<file path="config.mk">
export PLATFORM = sky130hd
export DESIGN_NAME = n_adder_flat
export DESIGN_NICKNAME = d
export VERILOG_FILES = /design/src/rtl/n_adder_if.sv /design/src/rtl/n_adder.sv /design/src/flat_wrapper.sv
export SDC_FILE = /design/constraint.sdc
export NUM_CORES = 1
export LEC_CHECK = 0
export ABC_AREA = 1
export BUFFER_PORTS_ARGS = -buffer_cell sky130_fd_sc_hd__buf_2
export CAP_MARGIN = 20
export CORE_MARGIN = 3
export CORE_UTILIZATION = 30
export DETAILED_ROUTE_END_ITERATION = 7
export PLACE_DENSITY = 0.57
export SLEW_MARGIN = 20
export SYNTH_ARGS = -nofsm -noshare
export SYNTH_HDL_FRONTEND = slang
export SYNTH_SLANG_ARGS = --single-unit
</file>
<file path="constraint.sdc">
create_clock -name clk -period 9.1 [get_ports clk]
set_input_delay 0.455 -clock clk [delete_from_list [all_inputs] [get_ports clk]]
set_output_delay 0.455 -clock clk [all_outputs]
set_load 0.01 [all_outputs]
</file>
<file path="src/rtl/n_adder_if.sv">
// n_adder_if: operand/result bundle for the registered ripple-carry adder
// Signals: A, B (N-bit signed operands), ci (carry-in),
//          S (N-bit registered sum), co (registered carry-out),
//          ovf (registered signed overflow, only with N_ADDER_OVF_EN)
// Modports: master drives operands and reads results; slave is the adder side.
interface n_adder_if #(
    parameter int N = 8
);
    logic [N-1:0] A;
    logic [N-1:0] B;
    logic         ci;
    logic [N-1:0] S;
    logic         co;
`ifdef N_ADDER_OVF_EN
    logic         ovf;
`endif
    modport master (
        output A, B, ci,
`ifdef N_ADDER_OVF_EN
        input  ovf,
`endif
        input  S, co
    );
    modport slave (
        input  A, B, ci,
`ifdef N_ADDER_OVF_EN
        output ovf,
`endif
        output S, co
    );
endinterface

</file>
<file path="src/rtl/n_adder.sv">
// n_adder: N-bit ripple-carry adder with registered sum, carry-out and optional overflow
// Ports: clk  - clock, all state updates on the rising edge
//        rst  - synchronous active-high reset, clears S, co (and ovf)
//        bus  - n_adder_if.slave: A, B, ci in; S, co (ovf) out
// Optional feature: define N_ADDER_OVF_EN to add the registered signed overflow flag.
module n_adder #(
    parameter int N = 8
) (
    input  logic        clk,
    input  logic        rst,
    n_adder_if.slave    bus
);
    logic [N:0]   w_c;
    logic [N-1:0] w_s;
    logic [N-1:0] r_s;
    logic         r_co;
    assign w_c[0] = bus.ci;
    for (genvar i = 0; i < N; i++) begin : g_fa
        assign w_s[i]   = bus.A[i] ^ bus.B[i] ^ w_c[i];
        assign w_c[i+1] = (bus.A[i] & bus.B[i]) | (w_c[i] & (bus.A[i] ^ bus.B[i]));
    end
    always_ff @(posedge clk) begin
        r_s  <= rst ? '0 : w_s;
        r_co <= rst ? 1'b0 : w_c[N];
    end
    assign bus.S  = r_s;
    assign bus.co = r_co;
`ifdef N_ADDER_OVF_EN
    // Carry into and out of the sign bit disagree exactly when the signed result wraps.
    logic r_ovf;
    always_ff @(posedge clk) begin
        r_ovf <= rst ? 1'b0 : (w_c[N] ^ w_c[N-1]);
    end
    assign bus.ovf = r_ovf;
`endif
endmodule

</file>
<file path="src/flat_wrapper.sv">
// flat-port wrapper written by rule: the top's interface ports become plain ports
module n_adder_flat 
#(
    parameter int N = 8
)
  (clk, rst, bus_A, bus_B, bus_ci, bus_S, bus_co);
  n_adder_if #(.N(N)) bus_i ();
  input  logic clk;
  input  logic rst;
  input wire logic [$bits(bus_i.A)-1:0] bus_A;
  input wire logic [$bits(bus_i.B)-1:0] bus_B;
  input wire logic [$bits(bus_i.ci)-1:0] bus_ci;
  output wire logic [$bits(bus_i.S)-1:0] bus_S;
  output wire logic [$bits(bus_i.co)-1:0] bus_co;
  assign bus_i.A = bus_A;
  assign bus_i.B = bus_B;
  assign bus_i.ci = bus_ci;
  assign bus_S = bus_i.S;
  assign bus_co = bus_i.co;
  n_adder #(.N(N)) u_core (.clk(clk), .rst(rst), .bus(bus_i));
endmodule
</file>
After elaboration in Yosys (flattened, before gate mapping)
Cells that the tools add are included.

storage, ports and cells
  flip-flop bits (word level) = 9

operators by class
  bitwise logic cells = 40

operator list
  cell         count
  $and 1x1->1  16
  $xor 1x1->1  16
  $or 1x1->1   8

Depth between registers and ports, before layout
Gate-level depths: netlist of run 1.

  depth after elaboration = 17
  gate-level depth with buffers = 12

Least setup slack after synthesis of run 1
OpenSTA, ideal clock, no wires.

  kind = input to register
  start = input port bus_ci
  end = register u_core.r_s[7], in the netlist u_core.bus.S[7]
  library setup time = 0.064 ns
  arrival time = 3.519 ns
  slack = 5.517 ns
  stages = 12
  path buffers = 0
  cell sequence = fa_1 -> inv_1 -> fa_1 -> inv_1 -> fa_1 -> fa_1 -> fa_1 -> fa_1 -> fa_1 -> inv_1 -> fa_1 -> nor2_1

on the way
  cells in the longest elaborated chain, start to end = 15

ends and longest elaborated chain
  element               line                text
  from (decl)           flat_wrapper.sv:12  input wire logic [$bits(bus_i.ci)-1:0] bus_ci;
  $and 1x1->1           n_adder.sv:20       assign w_c[i+1] = (bus.A[i] & bus.B[i]) | (w_c[i] & (bus.A[i] ^ bus.B[i]));
  $or 1x1->1            n_adder.sv:20
  $and 1x1->1           n_adder.sv:20
  $or 1x1->1            n_adder.sv:20
  $and 1x1->1           n_adder.sv:20
  $or 1x1->1            n_adder.sv:20
  $and 1x1->1           n_adder.sv:20
  $or 1x1->1            n_adder.sv:20
  $and 1x1->1           n_adder.sv:20
  $or 1x1->1            n_adder.sv:20
  $and 1x1->1           n_adder.sv:20
  $or 1x1->1            n_adder.sv:20
  $and 1x1->1           n_adder.sv:20
  $or 1x1->1            n_adder.sv:20
  $xor 1x1->1           n_adder.sv:19       assign w_s[i] = bus.A[i] ^ bus.B[i] ^ w_c[i];
  to (signal assigned)  n_adder.sv:23       r_s <= rst ? '0 : w_s;
  to (decl)             n_adder.sv:15       logic [N-1:0] r_s;

Every way passes these cells.
A chain may end at the register's enable or synchronous reset.

Worst setup path in the final report of run 1
Same ends and word-level chain as after synthesis.

==> results of run 1 <==
==> critical path: cells and delay by family <==
family | cells | cell delay (ns)
adders and majority gates | 8 | 2.87
buffers and inverters | 4 | 0.31
and+or+nand+nor | 1 | 0.10
==> registers in the layout, indices dropped and copies added, names as in the netlist <==
name,count
u_core.bus.S,8
u_core.bus.co,1
==> worst paths after layout <==
check | slack [ns] | start | endpoint
setup / recovery | 5.57 | bus_ci | u_core.bus.S[7]$_SDFF_PP0_
hold / removal | 0.46 | rst | u_core.bus.S[7]$_SDFF_PP0_
==> cells in the mapped netlist <==
cell type	count
sky130_fd_sc_hd__inv_1	13
sky130_fd_sc_hd__dfxtp_1	9
sky130_fd_sc_hd__nor2_1	9
sky130_fd_sc_hd__fa_1	8
sky130_fd_sc_hd__buf_6	1
==> per-stage QoR <==
step | worst slack (ns) | power, uW
floorplan | 5.52 | 59.3
global route | 5.43 | 106
finish | 5.57 | 98.9
detailed placement | 5.29 | 70.6
global placement | 5.30 | 69.6
CTS | 5.56 | 101
==> power breakdown <==
group	internal, uW	switching, uW
logic	11.2	12.5
clock network	16.8	13.1
registers	44.2	1.01
total	72.3	26.6
==> cell usage in the layout, fill, tap and decap left out <==
cell type	synthesis	layout
sky130_fd_sc_hd__clkbuf_1	0	1
sky130_fd_sc_hd__nor2_1	9	9
sky130_fd_sc_hd__buf_2	0	27
sky130_fd_sc_hd__inv_1	13	13
sky130_fd_sc_hd__dfxtp_1	9	9
sky130_fd_sc_hd__fa_1	8	8
sky130_fd_sc_hd__clkbuf_4	0	3
==> logic make-up (layout without fill, tap and decap cells) <==
kind of cell               after synthesis  in the layout  share of synthesized area
buffers and inverters                   14             44                      0.138
DFF                                      9              9                      0.415
and+or+nand+nor                          9              9                     0.0778
adders and majority gates                8              8                      0.369
==> per-layer routing <==
metal	vias to the layer above	wire (um)	share of wire	GRT usage
met1	147	339	0.42	0.118
met2	10	418	0.52	0.140
met3	0	42	0.053	0.0285
met5	-	0	0	0
li1	167	-	-	-
met4	0	0	0	0.108
==> cell type report <==
class | count | area (sq um) | share of cell area
repair buffers | 27 | 135 | 0.224
inverters | 13 | 48.8 | 0.0809
well taps | 15 | 18.8 | 0.0311
flip-flops and latches | 9 | 180 | 0.299
clock buffers | 4 | 26.3 | 0.0436
multi-input cells | 17 | 194 | 0.322
==> flow_summary.yaml, run 1 <==
outcome:
  outcome: "finished, final reports clean"
clock_tree:
  postCtsSetupBuffers: 0
  cts_tree: "done"
  htreeDepth: 1
  cts_sinks: 9
  quantity_of_hold_fixing_buffers_added_after_cts: 0
  cts.path.max_buffers: 2
  clkTransAtPathRegs_ns: 0.06
  count_of_instances_resized_after_the_clock_tree_is_built: 0
  tritoncts.num_buffers: 3
  cts-root-buf: "sky130_fd_sc_hd__clkbuf_4"
worst_setup_path:
  worst_ep_arrival_time_ns: 3.73
  critical_path.most_common_cell: "sky130_fd_sc_hd__fa_1"
  critPathCaptureType: "flop"
  data_required_time_at_the_worst_endpoint_ns: 9.30
  critical_path_s_largest_stage_delay_ns: 0.40
  library_cell_contributing_the_largest_single_delay_on_the_critical_path: "sky130_fd_sc_hd__fa_1"
  crit_path_max_fanout: 1
  critPathKind: "in -> reg"
  timing.critical_path.cells: "buf_2 -> fa_1 -> inv_1 -> fa_1 -> inv_1 -> fa_1 -> fa_1 -> fa_1 -> fa_1 -> fa_1 -> inv_1 -> fa_1 -> nor2_1"
  type_of_origin_of_the_critical_path: "input pin"
job:
  maxCapViolCount: 0
routing:
  drt-wirelength-per-cell_um: 9.41
  vias_per_cell: 3.81
  via_count: 324
  detail-route-antenna-nets: 0
  drt_first_pass_iters: 4
  drc: 0
  drt-total-wl_um: 800
  drt-initial-drc-count: 1
placement:
  place.gp.congestion: 0.710
  hpwl_um: 696
  placed_cells: 81
  port-buffer-count: 27
  dpl-instance-area_sq_um: 577
sta:
  rsz0062_at_grt: "false"
  setup-tns-final_ns: 0
  tightestPinTransition_ns: 0.153
  timing.final.hold_violations: 0
  fin_hold_ws_ns: 0.464
  final.period_utilization: 0.388
  slew_headroom: 0.898
  max_freq_ghz: 0.283
  final-max-slew-violation-count: 0
  finalWorstPathRequiredPeriod_ns: 3.53
  setup_viol_count_final: 0
power:
  power.ir.vdd_worst_uv: 40.0
  p_per_area_nw_per_um2: 164
  leak_uw: 0.000349
synthesis:
  postSynthRegisterBits: 9
  synth_warnings: 0
  netlist-cell-type-count: 5
  synth_top_cell_area_share: 0.415
  syn_area_sq_um: 434
  synth_fp_nets: 67
  syn-mean-instance-area_sq_um: 10.9
  portion_of_the_post_synthesis_area_used_by_sequential_elements: 0.415
  synth_largest_area_cell: "sky130_fd_sc_hd__dfxtp_1"
  synth.top_cells.by_area: "sky130_fd_sc_hd__dfxtp_1 41%, sky130_fd_sc_hd__fa_1 37%, sky130_fd_sc_hd__inv_1 11%, sky130_fd_sc_hd__nor2_1 7.8%, sky130_fd_sc_hd__buf_6 2.6%"
  synthesis.instances: 40
layout:
  postLayoutCoreUtil: 0.452
  insertedDiodeCount: 0
  drive_gt1_frac: 0.429
  layout_area_growth_over_synthesis_pct: 38.9
  fillCellCount: 135
  final_nets: 98
  stdcell_count: 85
  stdcell_area_sq_um: 603
floorplanning:
  num_io_pins: 28
  initial_utilization: 0.326
  dieArea_sq_um: 1940
  core-area_sq_um: 1330
  core.rowCount: 13
  die_y_um: 44.0
  die_w_um: 44.0
worst_hold_path:
  hold-path-cell-count: 2
  hold_class: "in -> reg"
global_route:
  grt_usage: 0.101
  grt_antenna_before_repair: 0
  aggregate_global_routing_overflow: 0
  grt_start_max_net_pins: 10
  first_pass_grt_wire_length_mm: 1.33
  grt_pass1_vias: 334
(Power assumes the default switching activity.)
==> run 2: changes to the inputs <==
==> constraint.sdc (replaced) <==
create_clock -name clk -period 3.6 [get_ports clk]
set_input_delay 0.18 -clock clk [delete_from_list [all_inputs] [get_ports clk]]
set_output_delay 0.18 -clock clk [all_outputs]
set_load 0.01 [all_outputs]
==> run 2 against run 1 <==
Wire length rose by 1.1%. Utilization did not move. First-iteration DRC count rose to 6.0 times the previous value. Combinational power rose to 2.6 times the previous value. Largest power group unchanged. Critical path type unchanged. Hold slack got worse by 0.26 ns. Global-route usage fell by 0.42 points. Clock power rose to 2.5 times the previous value. Cell count did not move. Non-clock buffer count did not move. Sequential power rose to 2.5 times the previous value. Power rose to 2.5 times the previous value.
==> flow_summary.yaml, run 2 (same netlist as run 1, synthesis figures left out) <==
outcome:
  outcome: "finished, final reports clean"
sta:
  setup-tns-final_ns: 0
  final-max-slew-violation-count: 0
  slew_headroom: 0.889
  final.period_utilization: 0.913
  setup_viol_count_final: 0
  finalWorstPathRequiredPeriod_ns: 3.29
  rsz0062_at_grt: "false"
  tightestPinTransition_ns: 0.166
  timing.final.hold_violations: 0
  max_freq_ghz: 0.304
routing:
  drt-wirelength-per-cell_um: 9.52
  drt_first_pass_iters: 4
  drc: 0
  via_count: 334
  drt-total-wl_um: 809
  detail-route-antenna-nets: 0
  drt-initial-drc-count: 6
  vias_per_cell: 3.93
global_route:
  grt_start_max_net_pins: 10
  grt_usage: 0.0966
  first_pass_grt_wire_length_mm: 1.30
  grt_pass1_vias: 310
  aggregate_global_routing_overflow: 0
  grt_antenna_before_repair: 0
power:
  power.ir.vdd_worst_uv: 114
  leak_uw: 0.000349
  p_per_area_nw_per_um2: 416
layout:
  final_nets: 98
  most_frequent_standard_cell_in_the_layout_excluding_fill_and_tap_cells: "sky130_fd_sc_hd__buf_2"
  drive_gt1_frac: 0.429
  insertedDiodeCount: 0
  mostFrequentLayoutCells: "27 x sky130_fd_sc_hd__buf_2, 13 x sky130_fd_sc_hd__inv_1, 9 x sky130_fd_sc_hd__nor2_1, 9 x sky130_fd_sc_hd__dfxtp_1, 8 x sky130_fd_sc_hd__fa_1"
  layout_area_growth_over_synthesis_pct: 38.9
  stdcell_count: 85
  postLayoutCoreUtil: 0.452
  fillCellCount: 139
  largest_register_ff_count: 8
worst_setup_path:
  data_required_time_at_the_worst_endpoint_ns: 3.79
  crit_path_max_fanout: 1
  timing.critical_path.cells: "buf_2 -> fa_1 -> inv_1 -> fa_1 -> inv_1 -> fa_1 -> fa_1 -> fa_1 -> fa_1 -> fa_1 -> inv_1 -> fa_1 -> nor2_1"
  critPathKind: "in -> reg"
  type_of_origin_of_the_critical_path: "input pin"
  worst_ep_arrival_time_ns: 3.48
  critical_path.most_common_cell: "sky130_fd_sc_hd__fa_1"
  critPathCaptureType: "flop"
  library_cell_contributing_the_largest_single_delay_on_the_critical_path: "sky130_fd_sc_hd__fa_1"
  critical_path_s_largest_stage_delay_ns: 0.41
placement:
  placed_cells: 81
  port-buffer-count: 27
  place.gp.congestion: 0.696
  hpwl_um: 684
clock_tree:
  quantity_of_hold_fixing_buffers_added_after_cts: 0
  cts-root-buf: "sky130_fd_sc_hd__clkbuf_4"
  cts_tree: "done"
  postCtsSetupBuffers: 0
  clkTransAtPathRegs_ns: 0.06
  htreeDepth: 1
  tritoncts.num_buffers: 3
  cts.path.max_buffers: 2
  count_of_instances_resized_after_the_clock_tree_is_built: 0
  cts_sinks: 9
floorplanning:
  initial_utilization: 0.326
  core-area_sq_um: 1330
  num_io_pins: 28
  dieArea_sq_um: 1940
  die_w_um: 44.0
  core.rowCount: 13
  die_y_um: 44.0
job:
  maxCapViolCount: 0
worst_hold_path:
  hold_class: "in -> reg"
==> run 2: cell counts in the layout (fill, tap and decap cells not counted) <==
No cell type changed its count.
==> run 2: path summary, 6_finish.rpt <==
kind / startpoint / endpoint / slack (ns) / cells past startpoint
worst max-delay path: bus_ci / u_core.bus.S[7]$_SDFF_PP0_ / 0.31 / 13
worst min-delay path: rst / u_core.bus.S[1]$_SDFF_PP0_ / 0.20 / 2
==> run 2: layout make-up <==
class / instances / area [sq um] / area share
multi-input combinational: 17 / 194 / 0.322
clock buffer: 4 / 26.3 / 0.0436
tap: 15 / 18.8 / 0.0311
sequential: 9 / 180 / 0.299
timing repair buffer: 27 / 135 / 0.224
inverter: 13 / 48.8 / 0.0809
==> run 2: per-layer routing <==
layer,GRT usage,vias to the layer above,routed length [um]
met4,0.0904,0,15
met1,0.118,144,292
met2,0.137,23,405
met5,0,-,0
li1,-,165,-
met3,0.0244,2,97
==> run 2: report_power, final <==
| group | leakage, uW | switching (uW) | total, uW | internal, uW |
|---|---|---|---|---|
| clock | 0.0000150 | 33.5 | 76.1 | 42.6 |
| combinational | 0.000259 | 31.9 | 60.6 | 28.6 |
| sequential | 0.0000750 | 2.40 | 114 | 112 |
==> run 2: worst max-delay path, delay by kind of cell <==
family / cells / cell delay [ns]
fa+ha+maj: 8 / 2.87
buf+inv: 4 / 0.31
simple gates: 1 / 0.11
==> run 2: metrics by stage <==
step	area, sq um	hold slack, ns	total power, uW	worst slack [ns]
floorplan	434	0.361	150	0.292
CTS	603	0.195	255	0.310
global placement	577	0.466	176	0.0895
detailed placement	577	0.468	178	0.0434
global route	603	0.208	270	0.185
finish	603	0.203	251	0.312
==> run 3: changes to the inputs <==
--- a/config.mk
+++ b/config.mk
@@ -5,13 +5,13 @@
 export SDC_FILE = /design/constraint.sdc
 export NUM_CORES = 1
 export LEC_CHECK = 0
-export ABC_AREA = 1
 export BUFFER_PORTS_ARGS = -buffer_cell sky130_fd_sc_hd__buf_2
 export CAP_MARGIN = 20
 export CORE_MARGIN = 3
 export CORE_UTILIZATION = 30
 export DETAILED_ROUTE_END_ITERATION = 7
-export PLACE_DENSITY = 0.57
+export MAX_ROUTING_LAYER = met4
+export PLACE_DENSITY = 0.58
 export SLEW_MARGIN = 20
 export SYNTH_ARGS = -nofsm -noshare
 export SYNTH_HDL_FRONTEND = slang
==> run 3 against run 2 <==
Global-route usage down 1.8 points. Via count is 11% lower. First-iteration DRC count shrank 100%. Sequential power hardly changed. Synthesized cell count down 18%. Combinational power shrank 8.1%. Utilization increased by 4.3 points. Critical path type unchanged. Non-clock buffer count did not move. Clock-buffer cell count unchanged. Final area decreased by 1.5%.
==> flow_summary.yaml, run 3 <==
clock_tree:
  quantity_of_hold_fixing_buffers_added_after_cts: 0
  postCtsSetupBuffers: 0
  cts_sinks: 9
  cts-root-buf: "sky130_fd_sc_hd__clkbuf_4"
  cts.path.max_buffers: 2
  cts_tree: "done"
  count_of_instances_resized_after_the_clock_tree_is_built: 0
  clkTransAtPathRegs_ns: 0.05
  htreeDepth: 1
  tritoncts.num_buffers: 3
global_route:
  grt_usage: 0.0790
  grt_start_max_net_pins: 10
  first_pass_grt_wire_length_mm: 1.06
  grt_antenna_before_repair: 0
  grt_pass1_vias: 288
  aggregate_global_routing_overflow: 0
floorplanning:
  initial_utilization: 0.346
  num_io_pins: 28
  core-area_sq_um: 1200
  core.rowCount: 12
  dieArea_sq_um: 1870
  die_w_um: 43.2
  die_y_um: 43.2
placement:
  place.gp.congestion: 0.641
  hpwl_um: 583
  port-buffer-count: 27
  pre_cts_ws_ns: 0.0804
power:
  p_per_area_nw_per_um2: 408
  power.ir.vdd_worst_uv: 113
  leak_uw: 0.000318
sta:
  final.period_utilization: 0.910
  post-route-worst-setup-slack_ns: 0.326
  rsz0062_at_grt: "false"
  slew_headroom: 0.906
  timing.final.hold_violations: 0
  final-max-slew-violation-count: 0
  setup-tns-final_ns: 0
  setup_viol_count_final: 0
  tightestPinTransition_ns: 0.141
  max_freq_ghz: 0.305
  finalWorstPathRequiredPeriod_ns: 3.27
routing:
  drt-total-wl_um: 622
  drt_first_pass_iters: 1
  via_count: 297
  drc: 0
  drt-initial-drc-count: 0
  vias_per_cell: 3.81
  drt-wirelength-per-cell_um: 7.97
  detail-route-antenna-nets: 0
synthesis:
  dominant_combinational_cell_family_by_area_after_synthesis: "adder cells"
  post_synth_and_or_nand_nor_area_fraction: 0.117
  parity_gate_share_of_the_synthesized_area_counting_xor_and_xnor_cells: 0
  post_synth_fa_ha_maj_area_fraction: 0.386
  yosys-mux-area-fraction: 0
  synth_most_common_cell: "sky130_fd_sc_hd__dfxtp_1"
  synth_async_sr_flop_share: 0
  synth_edf_count: 0
  synth_common_cells: "9 x sky130_fd_sc_hd__dfxtp_1, 8 x sky130_fd_sc_hd__fa_1, 7 x sky130_fd_sc_hd__inv_1"
  syn-mean-instance-area_sq_um: 12.6
  postSynthRegisterBits: 9
  netlist-cell-type-count: 5
  synth_fp_nets: 60
  synth.top_cells.by_area: "sky130_fd_sc_hd__dfxtp_1 43%, sky130_fd_sc_hd__fa_1 39%, sky130_fd_sc_hd__nor2b_1 9.0%, sky130_fd_sc_hd__inv_1 6.3%, sky130_fd_sc_hd__nor2_1 2.7%"
  portion_of_the_post_synthesis_area_used_by_sequential_elements: 0.434
  synth_warnings: 0
  synthesis.instances: 33
  synth_largest_area_cell: "sky130_fd_sc_hd__dfxtp_1"
  synth_top_cell_area_share: 0.434
  syn_area_sq_um: 415
  synth_compound_gate_area_share: 0
  ys.flop_type: "sky130_fd_sc_hd__dfxtp_1"
layout:
  layout_area_growth_over_synthesis_pct: 43.1
  most_frequent_standard_cell_in_the_layout_excluding_fill_and_tap_cells: "sky130_fd_sc_hd__buf_2"
  largest_register_ff_count: 8
  drive_gt1_frac: 0.469
  insertedDiodeCount: 0
  final_nets: 92
  mostFrequentLayoutCells: "27 x sky130_fd_sc_hd__buf_2, 9 x sky130_fd_sc_hd__dfxtp_1, 8 x sky130_fd_sc_hd__fa_1, 7 x sky130_fd_sc_hd__inv_1, 6 x sky130_fd_sc_hd__nor2b_1"
worst_hold_path:
  hold_class: "in -> reg"
  hold_path_startpoint: "rst"
  hold-path-cell-count: 2
  hold_end: "u_core.bus.co$_SDFF_PP0_"
worst_setup_path:
  type_of_origin_of_the_critical_path: "input pin"
  critPathCaptureType: "flop"
  worst_ep_arrival_time_ns: 3.46
  critPathKind: "in -> reg"
  crit_path_max_fanout: 1
  startpoint: "bus_ci"
  data_required_time_at_the_worst_endpoint_ns: 3.79
job:
  maxCapViolCount: 0
outcome:
  outcome: "finished, final reports clean"
==> run 3: changes by cell type after synthesis <==
cell	before	now
sky130_fd_sc_hd__inv_1	13	7
sky130_fd_sc_hd__nor2b_1	0	6
sky130_fd_sc_hd__nor2_1	9	3
sky130_fd_sc_hd__buf_6	1	0
==> run 3: metal layers <==
layer,track usage,wire length (um),up-vias
li1,-,-,153
met1,0.0959,249,126
met2,0.100,284,18
met3,0.0127,88,0
met4,0.0904,0,0
met5,-,0,-
==> run 3: kinds of logic (layout without fill, tap and decap cells) <==
group,Yosys count,in the layout
and+or+nand+nor,9,9
adders and majority gates,8,8
DFF,9,9
buffers and inverters,7,38
==> run 3: worst max-delay path by stage <==
| stage | end | slack (ns) |
|---|---|---|
| 5_1_grt | u_core.bus.S[7]$_SDFF_PP0_ | 0.16 |
| 6_report | u_core.bus.S[7]$_SDFF_PP0_ | 0.33 |
| 4_1_cts | u_core.bus.S[7]$_SDFF_PP0_ | 0.33 |
| 2_1_floorplan | u_core.bus.S[7]$_SDFF_PP0_ | 0.29 |
| 3_5_place_dp | u_core.bus.S[7]$_SDFF_PP0_ | 0.08 |
| 3_3_place_gp | u_core.bus.S[7]$_SDFF_PP0_ | 0.07 |
==> run 3: power breakdown <==
| part | switching (uW) | leakage [uW] | internal, uW | total (uW) |
|---|---|---|---|---|
| clock network | 30.3 | 0.0000150 | 42.4 | 72.6 |
| logic | 27.0 | 0.000228 | 28.7 | 55.7 |
| registers | 2.26 | 0.0000750 | 112 | 114 |
==> run 3: layout make-up <==
cell class                      instances  area (sq um)
Tap cell                               14          17.5
Timing Repair Buffer                   27           135
Multi-Input combinational cell         17           209
Fill cell                             123           607
Inverter                                7          26.3
Clock buffer                            4          26.3
Sequential cell                         9           180
==> run 3: per-stage QoR <==
stage	total power, uW	cells	hold WS [ns]	util	cell area [sq um]
floorplan	145	33	0.247	-	415
global placement	173	74	0.457	0.473	568
detailed placement	174	74	0.455	0.473	568
CTS	247	78	0.185	0.495	594
global route	262	78	0.192	0.495	594
finish	242	78	0.189	0.495	594
==> run 3: worst max-delay path, cell delays in order <==
cell                     delay [ns]
sky130_fd_sc_hd__buf_2         0.11
sky130_fd_sc_hd__fa_1          0.41
sky130_fd_sc_hd__inv_1         0.07
sky130_fd_sc_hd__fa_1          0.15
sky130_fd_sc_hd__inv_1         0.04
sky130_fd_sc_hd__fa_1          0.37
sky130_fd_sc_hd__fa_1          0.39
sky130_fd_sc_hd__fa_1          0.39
sky130_fd_sc_hd__fa_1          0.39
sky130_fd_sc_hd__fa_1          0.36
sky130_fd_sc_hd__inv_1         0.08
sky130_fd_sc_hd__fa_1          0.41
sky130_fd_sc_hd__nor2_1        0.11
